`src/rtl/ethernet_tx_arbiter.sv`:
```
// Merges NUM_CH AXI-Stream reply sources onto one TX stream with frame-atomic
// fixed-priority or round-robin arbitration and MAX_BEATS frame truncation.
module ethernet_tx_arbiter #(
    parameter int unsigned NUM_CH    = 3,
    parameter int unsigned DATA_W    = 64,
    parameter int unsigned ARB_MODE  = 1,
    parameter int unsigned MAX_BEATS = 190
) (
    input  logic                           i_clk,
    input  logic                           i_reset,
    input  logic [NUM_CH-1:0]              i_s_axis_tvalid,
    input  logic [NUM_CH*DATA_W-1:0]       i_s_axis_tdata,
    input  logic [NUM_CH-1:0]              i_s_axis_tlast,
    input  logic [NUM_CH*(DATA_W/8)-1:0]   i_s_axis_tkeep,
    output logic [NUM_CH-1:0]              o_s_axis_tready,
    output logic                           o_m_axis_tvalid,
    output logic [DATA_W-1:0]              o_m_axis_tdata,
    output logic                           o_m_axis_tlast,
    output logic [(DATA_W/8)-1:0]          o_m_axis_tkeep,
    input  logic                           i_m_axis_tready,
    output logic                           o_busy,
    output logic [2:0]                     o_grant_ch,
    output logic                           o_frame_done,
    output logic                           o_truncated
);

    localparam int unsigned KEEP_W = DATA_W / 8;
    localparam int unsigned CNT_W  = 12;

    typedef enum logic [1:0] {S_IDLE, S_GRANT, S_DRAIN} state_e;

    state_e             state_q, state_d;
    logic [2:0]         grant_q, grant_d;
    logic [2:0]         rr_ptr_q, rr_ptr_d;
    logic [CNT_W-1:0]   beat_cnt_q, beat_cnt_d;
    logic               busy_q, busy_d;
    logic               done_q, done_d;
    logic               trunc_q, trunc_d;

    logic               pick_found;
    logic [2:0]         pick;
    int unsigned        cand;
    logic [NUM_CH-1:0]  grant_oh;
    logic               sel_valid;
    logic               sel_last;
    logic [DATA_W-1:0]  sel_data;
    logic [KEEP_W-1:0]  sel_keep;
    logic               at_max;
    logic               beat_acc;
    logic [2:0]         rr_after;

    // Arbitration: scan upward from rr_ptr (round-robin) or from 0 (fixed)
    always_comb begin
        pick_found = 1'b0;
        pick       = 3'd0;
        cand       = 0;
        for (int i = 0; i < int'(NUM_CH); i++) begin
            cand = (ARB_MODE == 1) ? 32'(rr_ptr_q) + 32'(i) : 32'(i);
            if (cand >= NUM_CH) begin
                cand = cand - NUM_CH;
            end
            for (int k = 0; k < int'(NUM_CH); k++) begin
                if (!pick_found && (32'(k) == cand) && i_s_axis_tvalid[k]) begin
                    pick_found = 1'b1;
                    pick       = 3'(k);
                end
            end
        end
    end

    // Granted-channel mux
    always_comb begin
        grant_oh  = '0;
        sel_valid = 1'b0;
        sel_last  = 1'b0;
        sel_data  = '0;
        sel_keep  = '0;
        for (int k = 0; k < int'(NUM_CH); k++) begin
            if (grant_q == 3'(k)) begin
                grant_oh[k] = 1'b1;
                sel_valid   = i_s_axis_tvalid[k];
                sel_last    = i_s_axis_tlast[k];
                sel_data    = i_s_axis_tdata[k*DATA_W +: DATA_W];
                sel_keep    = i_s_axis_tkeep[k*KEEP_W +: KEEP_W];
            end
        end
    end

    assign at_max   = (beat_cnt_q == CNT_W'(MAX_BEATS - 1));
    assign rr_after = (grant_q == 3'(NUM_CH - 1)) ? 3'd0 : grant_q + 3'd1;

    always_ff @(posedge i_clk or negedge i_reset) begin
        if (!i_reset) begin
            state_q    <= S_IDLE;
            grant_q    <= 3'd0;
            rr_ptr_q   <= 3'd0;
            beat_cnt_q <= '0;
            busy_q     <= 1'b0;
            done_q     <= 1'b0;
            trunc_q    <= 1'b0;
        end else begin
            state_q    <= state_d;
            grant_q    <= grant_d;
            rr_ptr_q   <= rr_ptr_d;
            beat_cnt_q <= beat_cnt_d;
            busy_q     <= busy_d;
            done_q     <= done_d;
            trunc_q    <= trunc_d;
        end
    end

    always_comb begin
        state_d         = state_q;
        grant_d         = grant_q;
        rr_ptr_d        = rr_ptr_q;
        beat_cnt_d      = beat_cnt_q;
        done_d          = 1'b0;
        trunc_d         = 1'b0;
        beat_acc        = 1'b0;
        o_s_axis_tready = '0;
        o_m_axis_tvalid = 1'b0;
        o_m_axis_tdata  = '0;
        o_m_axis_tlast  = 1'b0;
        o_m_axis_tkeep  = '0;
        unique case (state_q)
            S_IDLE: begin
                if (pick_found) begin
                    grant_d    = pick;
                    beat_cnt_d = '0;
                    state_d    = S_GRANT;
                end
            end
            S_GRANT: begin
                o_m_axis_tvalid = sel_valid;
                o_m_axis_tdata  = sel_data;
                o_m_axis_tkeep  = sel_keep;
                // Beat MAX_BEATS closes the frame even without a source tlast
                o_m_axis_tlast  = sel_last | at_max;
                o_s_axis_tready = i_m_axis_tready ? grant_oh : '0;
                beat_acc        = sel_valid & i_m_axis_tready;
                if (beat_acc) begin
                    beat_cnt_d = beat_cnt_q + CNT_W'(1);
                    if (sel_last) begin
                        done_d   = 1'b1;
                        rr_ptr_d = rr_after;
                        state_d  = S_IDLE;
                    end else if (at_max) begin
                        done_d   = 1'b1;
                        trunc_d  = 1'b1;
                        rr_ptr_d = rr_after;
                        state_d  = S_DRAIN;
                    end
                end
            end
            S_DRAIN: begin
                o_s_axis_tready = grant_oh;
                if (sel_valid && sel_last) begin
                    state_d = S_IDLE;
                end
            end
            default: begin
                state_d = S_IDLE;
            end
        endcase
        busy_d = (state_d != S_IDLE);
    end

    assign o_busy       = busy_q;
    assign o_grant_ch   = grant_q;
    assign o_frame_done = done_q;
    assign o_truncated  = trunc_q;

endmodule
```
`config.mk`:
```
export PLATFORM = sky130hd
export DESIGN_NAME = ethernet_tx_arbiter
export DESIGN_NICKNAME = d
export VERILOG_FILES = /design/src/rtl/ethernet_tx_arbiter.sv
export SDC_FILE = /design/constraint.sdc
export NUM_CORES = 1
export LEC_CHECK = 0
export ABC_AREA = 1
export CORE_AREA = 4 4 116 118
export CTS_BUF_LIST = sky130_fd_sc_hd__clkbuf_8
export CTS_CLUSTER_SIZE = 14
export DETAILED_ROUTE_END_ITERATION = 8
export DIE_AREA = 0 0 120 122
export PLACE_DENSITY = 0.75
export SETUP_SLACK_MARGIN = 0.15
export SYNTH_ARGS = -nofsm -noshare
export SYNTH_HDL_FRONTEND = slang
export SYNTH_SLANG_ARGS = --single-unit
```
`constraint.sdc`:
```
create_clock -name i_clk -period 2.65 [get_ports i_clk]
set_input_delay 0.53 -clock i_clk [delete_from_list [all_inputs] [get_ports i_clk]]
set_output_delay 0.53 -clock i_clk [all_outputs]
set_load 0.02 [all_outputs]
```
==> flow_summary.ini, run 1 <==
[synthesis]
ys_warn_count = 0
synthArstFlopShare_pct = 100.0
synth-edff-count = 0
ys_top_cells_by_area = nand2_1, dfrtp_1, nand3_1
ys_types = 32
avgSynthCellArea_um2 = 5.006
syn_area_mm2 = 0.003700
synth_top_cell_by_area = nand2_1
synth_top_cell_area_share_pct = 37.03
seq_area_frac_synth_pct = 14.88
synth_flop_cell = dfrtp_1
muxShareOfSynthArea_pct = 0
synth_compound_area_share_pct = 5.242
synth_fp_nets = 976
synth-adder-area-share_pct = 4.058
synthCells = 739
yosys.area_share.simple_pct = 59.38
synth_seq_cells = 22
synth_top_family_by_area = simple AND/OR/NAND/NOR gates
synth_xor_xnor_area_share_pct = 1.184

[detailed_routing]
wl_per_cell_um = 14.65
drtAntennaViolNets = 0
via_count = 5415
dr.pass1.iters = 4
drt_iter0_drc = 253
postRouteWirelength_um = 17800
drc = 0
avgViaCountPerCell = 4.457

[power_and_ir_drop]
power.ir.vdd_worst_v = 0.0003984
p_leak_nw = 3.817
power.density_mw_per_mm2 = 980.2
power_mw = 6.872
p_sw_share_pct = 58.03
power_switching_mw = 3.988
p_clk_share_pct = 3.6
internal-power_mw = 2.884
share_seq_of_total_power_pct = 8.4
combPwrFrac_pct = 88.0

[sta]
worst_slack_ns = 0.2307
finalWorstPathRequiredPeriod_ns = 2.419
fin_skew_ns = 0.003329
timing.fmax_mhz = 413.3
timing.final.crit_share_pct = 91.30
rsz0062_at_grt = yes
hold_viol_final = 0
slew_viol_final = 0
slew_headroom_pct = 61.05
worstMarginPinSlew_ns = 0.5781
setup_viol = 0

[floorplanning]
dieHeight_um = 122
num_rows = 41
dieArea_mm2 = 0.01464
die_w_um = 120
ios = 308
start_util_pct = 29.68
core_mm2 = 0.01247

[outcome]
status = finished clean

[clocking]
htreeDepth = 1
cts_root_buf = clkbuf_8
cts_hold_buf = 0
clk_latency_ns = 0.27
numCtsBuffers = 3
cts_max_path_buffers = 2
clk_transition_reported_paths_ns = 0.08
cts.sinks = 22
cts_tree = yes

[placed_design]
postPlaceCellArea_mm2 = 0.007102
dp_hpwl_um = 14890
post-place-ws_ns = -0.1426
portBuffers = 306
place.gp.congestion = 0.8948

[flow_run]
max_cap_violations = 0

[setup_path]
crit_required_ns = 2.12
end_kind = output port
critical_path.max_fanout = 31
crit_chain = buf_4 -> nor2_4 -> buf_4 -> buf_12 -> nand2_1 -> nand3_1 -> nand2_1 -> inv_1 -> dlygate4sd2_1
critPathSlowestCell = dfrtp_1
worstSetupPathType = flip-flop to output port
start_kind = flip-flop
cp_top_family = buffers and inverters
max_stage_delay_ns = 0.38
cp.arrival_ns = 1.89
cp_num_buf_inv = 5

[global_route]
grt_overflow = 0
track_usage_pct = 22.39
antenna_found_initial = 2
grt_max_degree = 55
grt_pass1_wl_um = 26100
grt_pass1_vias = 4851

[cells_and_area]
layout-drive-gt1-share_pct = 12.46
antenna_cells = 0
nets = 1281
syn_to_final_growth_pct = 89.48
design_area_mm2 = 0.007010

[worst_hold_path]
hold_class = flip-flop to flip-flop
## registers in the layout (all words and copies together), names as in the netlist
signal / cells
o_truncated: 1
state_q: 2
rr_ptr_q: 3
o_frame_done: 1
o_grant_ch: 2
beat_cnt_q: 12
o_busy: 1
## routing by layer
| metal | track usage (%) | share of wire [%] | vias to the layer above |
|---|---|---|---|
| met1 | 29.31 | 42 | 2314 |
| met4 | 2.792 | 0.86 | 4 |
| met5 | 0 | 0.15 | - |
| met2 | 38.04 | 48 | 225 |
| met3 | 6.082 | 9.9 | 14 |
| li1 | - | - | 2858 |
## cells in the mapped netlist (2+ instances only)
master	count
or2_2	7
o21ai_1	4
nor4_1	3
clkbuf_1	31
a21oi_1	3
nand2_1	365
nand3_1	98
nor2_1	27
ha_1	12
xor2_1	5
nand2_2	7
nor2_2	3
nand3_2	2
nor3_1	8
dfrtp_1	22
o21ai_0	8
o21ai_2	11
inv_1	106
nand4_1	4
## tightest hold or removal path: stages (launching register included)
cell	delay, ns
dfrtp_1	0.38
nand2_1	0.07
o21ai_2	0.05
## stage by stage
| step | std cells | hold slack [ns] | util [%] | setup TNS [ns] |
|---|---|---|---|---|
| after floorplan | 739 | 0.2344 | - | 0 |
| after global placement | 1206 | 0.5049 | 56.97 | -0.2495 |
| after detailed placement | 1206 | 0.5187 | 56.97 | -0.2500 |
| after CTS | 1213 | 0.5384 | 57.16 | 0 |
| after global routing | 1215 | 0.5610 | 56.24 | 0 |
| final | 1215 | 0.5331 | 56.24 | 0 |
## cell usage in the layout, fill, tap and decap left out, types with 7 or more instances in the layout
cell	synthesis	layout
nand2_1	365	365
buf_4	1	28
nand2_2	7	7
o21ai_0	8	7
inv_1	106	105
buf_12	0	8
dlygate4sd2_1	0	14
clkbuf_2	0	46
or2_2	7	7
clkdlybuf4s50_1	0	229
dfrtp_1	22	21
nor2_1	27	25
nor3_1	8	8
nand3_1	98	97
o21ai_2	11	11
ha_1	12	11
## cells by family (layout without fill, tap and decap cells)
logic type	after synthesis	in the layout
buffers and inverters	143	447
other	1	1
AND/OR/NAND/NOR	527	527
AO/OA/AOI/OAI	29	29
XOR/XNOR	5	5
flip-flops	22	22
adder cells (fa/ha/maj)	12	12
## worst paths after layout
kind | from | end | slack, ns | cells past startpoint
max | o_grant_ch[0]$_DFFE_PN0P_ | o_m_axis_tdata[24] | 0.23 | 9
min | beat_cnt_q[1]$_DFFE_PN0P_ | beat_cnt_q[1]$_DFFE_PN0P_ | 0.53 | 2
max reg2reg | rr_ptr_q[1]$_DFFE_PN0P_ | beat_cnt_q[5]$_DFFE_PN0P_ | 0.42 | 13
min reg2reg | beat_cnt_q[1]$_DFFE_PN0P_ | beat_cnt_q[1]$_DFFE_PN0P_ | 0.53 | 2
max in group asynchronous | i_reset | o_grant_ch[1]$_DFFE_PN0P_ | 1.81 | 2
min in group asynchronous | i_reset | o_busy$_DFF_PN0_ | 0.60 | 2
## cell type report
class | instances | area, um^2
clock buffers | 4 | 55.05
fillers | 1278 | 5455
inverters | 107 | 401.6
multi-input cells | 574 | 2640
flip-flops and latches | 22 | 551.8
well taps | 172 | 215.2
repair buffers | 336 | 3147
## power by group through the flow
stage / sequential, mW / combinational (mW) / clock, mW
finish: 0.577 / 6.04 / 0.250
global route: 0.600 / 6.67 / 0.263
CTS: 0.575 / 6.09 / 0.252
detailed placement: 0.579 / 6.35 / 0
global placement: 0.577 / 6.31 / 0
floorplan: 0.588 / 3.59 / 0
## timing repair
item                                    4_1_cts  5_1_grt
setup buffers                                 2        2
endpoints found under the setup margin       69       68
pin swaps                                     1        1
gates cloned                                  1        0
hold endpoints to repair                      0        0
gates resized for setup                      66      111
No activity file was read; power rests on OpenSTA's default activity.
==> run 2: changes to the inputs <==
--- a/config.mk
+++ b/config.mk
@@ -8,10 +8,11 @@
 export ABC_AREA = 1
 export CORE_AREA = 4 4 116 118
 export CTS_BUF_LIST = sky130_fd_sc_hd__clkbuf_8
+export CTS_CLUSTER_DIAMETER = 150
 export CTS_CLUSTER_SIZE = 14
 export DETAILED_ROUTE_END_ITERATION = 8
 export DIE_AREA = 0 0 120 122
-export PLACE_DENSITY = 0.75
+export PLACE_DENSITY = 0.74
 export SETUP_SLACK_MARGIN = 0.15
 export SYNTH_ARGS = -nofsm -noshare
 export SYNTH_HDL_FRONTEND = slang
==> flow_summary.ini, run 2 (synthesized netlist as in run 1, its figures left out) <==
[outcome]
status = finished clean

[cells_and_area]
layout-drive-gt1-share_pct = 11.00
largestRegisters = beat_cnt_q (12), rr_ptr_q (3)
register_area_um2 = 554.3
top_register = beat_cnt_q
final_common_cell = nand2_1
layout_common_cells = nand2_1, clkdlybuf4s50_1, inv_1
largest_reg_flops = 12
antenna_cells = 0
design_area_mm2 = 0.007097
post_layout_nonfiller_instances = 1208
syn_to_final_growth_pct = 91.82
n_fill_cell = 1325
multi_input_area_mm2 = 0.002659
nets = 1275

[placed_design]
place.gp.congestion = 0.8523
dp_hpwl_um = 15770
post-place-ws_ns = -0.03660
postPlaceCellArea_mm2 = 0.007037
placed_cells = 1198
portBuffers = 306

[floorplanning]
die_w_um = 120
dieArea_mm2 = 0.01464
start_util_pct = 29.68
num_rows = 41
core_mm2 = 0.01247
dieHeight_um = 122
ios = 308

[sta]
worstMarginPinSlew_ns = 0.8103
slew_viol_final = 0
slew_headroom_pct = 45.62
finalWorstPathRequiredPeriod_ns = 2.389
hold_viol_final = 0
worst_slack_ns = 0.2608
hold_slack_ns = 0.5417
timing.final.crit_share_pct = 90.16
timing.setup.tns_ns = 0
setup_viol = 0
fin_skew_ns = 0.001080
timing.fmax_mhz = 418.5
rsz0062_at_grt = no

[setup_path]
cp_num_buf_inv = 5
worstSetupPathType = flip-flop to output port
critical_path.max_fanout = 9
crit_chain = inv_2 -> nand2_1 -> inv_4 -> buf_4 -> nand2_1 -> nand3_1 -> nand2_1 -> inv_1 -> dlygate4sd2_1
cp_top_family = buffers and inverters
critPathSlowestCell = dfrtp_1
cp_num_cells = 9
rr_worst_depth = 13
start_kind = flip-flop
crit_required_ns = 2.12
cp_common_cell = nand2_1
cp.arrival_ns = 1.86
max_stage_delay_ns = 0.43
end_kind = output port

[power_and_ir_drop]
internal-power_mw = 3.011
p_clk_share_pct = 2.9
combPwrFrac_pct = 88.9
share_seq_of_total_power_pct = 8.2
p_sw_share_pct = 58.58
power.density_mw_per_mm2 = 1024
p_leak_nw = 3.763
power.ir.vdd_worst_v = 0.0003810
power_switching_mw = 4.258

[detailed_routing]
wl_per_cell_um = 16.37
drc = 0
avgViaCountPerCell = 4.577
drtAntennaViolNets = 0
postRouteWirelength_um = 19780
via_count = 5529
drt_iter0_drc = 319
dr.pass1.iters = 5

[clocking]
cts_hold_buf = 0
clk_latency_ns = 0.27
cts_max_path_buffers = 2
cts_tree = yes
clk_transition_reported_paths_ns = 0.08
cts_root_buf = clkbuf_8
cts.sinks = 22
numCtsBuffers = 3
htreeDepth = 1

[global_route]
antenna_found_initial = 0
grt_pass1_vias = 4879
track_usage_pct = 24.95
grt_max_degree = 40
grt_pass1_wl_um = 28300
grt_overflow = 0

[flow_run]
max_cap_violations = 0

[worst_hold_path]
holdPathStages = 2
hold_class = flip-flop to flip-flop
-- run 2: through the flow --
step / utilization, % / power, mW
2_1_floorplan: - / 4.175
3_3_place_gp: 56.45 / 6.920
3_5_place_dp: 56.45 / 6.961
4_1_cts: 57.22 / 7.209
5_1_grt: 56.93 / 7.877
6_report: 56.93 / 7.268
-- run 2: layout make-up --
type	instances	area share (%)
repair buffers	329	45.42
inverters	107	5.695
clock buffers	3	0.5818
flip-flops and latches	22	7.810
multi-input cells	575	37.46
well taps	172	3.032
-- run 2: final timing paths --
path                                                 from                          to  slack, ns
worst min register to register  beat_cnt_q[1]$_DFFE_PN0P_   beat_cnt_q[1]$_DFFE_PN0P_       0.54
min in group asynchronous                         i_reset   beat_cnt_q[8]$_DFFE_PN0P_       0.61
worst max-delay path            o_grant_ch[0]$_DFFE_PN0P_           o_m_axis_tdata[2]       0.26
worst max register to register    rr_ptr_q[1]$_DFFE_PN0P_  beat_cnt_q[11]$_DFFE_PN0P_       0.43
worst min-delay path            beat_cnt_q[1]$_DFFE_PN0P_   beat_cnt_q[1]$_DFFE_PN0P_       0.54
max in group asynchronous                         i_reset        state_q[1]$_DFF_PN0_       1.78
-- run 2: power by group through the flow --
stage / Sequential (mW) / Combinational, mW / Clock, mW
2_1_floorplan: 0.588 / 3.59 / 0
3_3_place_gp: 0.590 / 6.33 / 0
3_5_place_dp: 0.595 / 6.37 / 0
4_1_cts: 0.593 / 6.40 / 0.220
5_1_grt: 0.615 / 7.03 / 0.236
6_report: 0.596 / 6.46 / 0.213
-- run 2: repair_timing --
item,CTS,global route
endpoints found under the hold margin,0,0
setup endpoints to repair,57,69
gates cloned,3,1
setup buffers,2,1
pin swaps,1,1
gates resized for setup,108,42
-- run 2: worst register-to-register path, stage by stage (launching register included) --
cell	delay, ns
dfrtp_2	0.44
inv_1	0.18
ha_1	0.24
inv_1	0.05
nand2_1	0.12
nand2_1	0.06
o21ai_1	0.13
nand3_1	0.09
a21oi_1	0.25
nor2_2	0.11
nand3_4	0.13
nand2_8	0.11
nand2_1	0.12
o21ai_2	0.05
-- run 2: routing by layer --
| metal | share of wire, % | up-vias | track usage (%) |
|---|---|---|---|
| met4 | 1.5 | 0 | 4.581 |
| met2 | 44 | 268 | 38.53 |
| met3 | 9.7 | 20 | 6.685 |
| met5 | 0 | - | 0 |
| met1 | 45 | 2405 | 35.21 |
| li1 | - | 2836 | - |
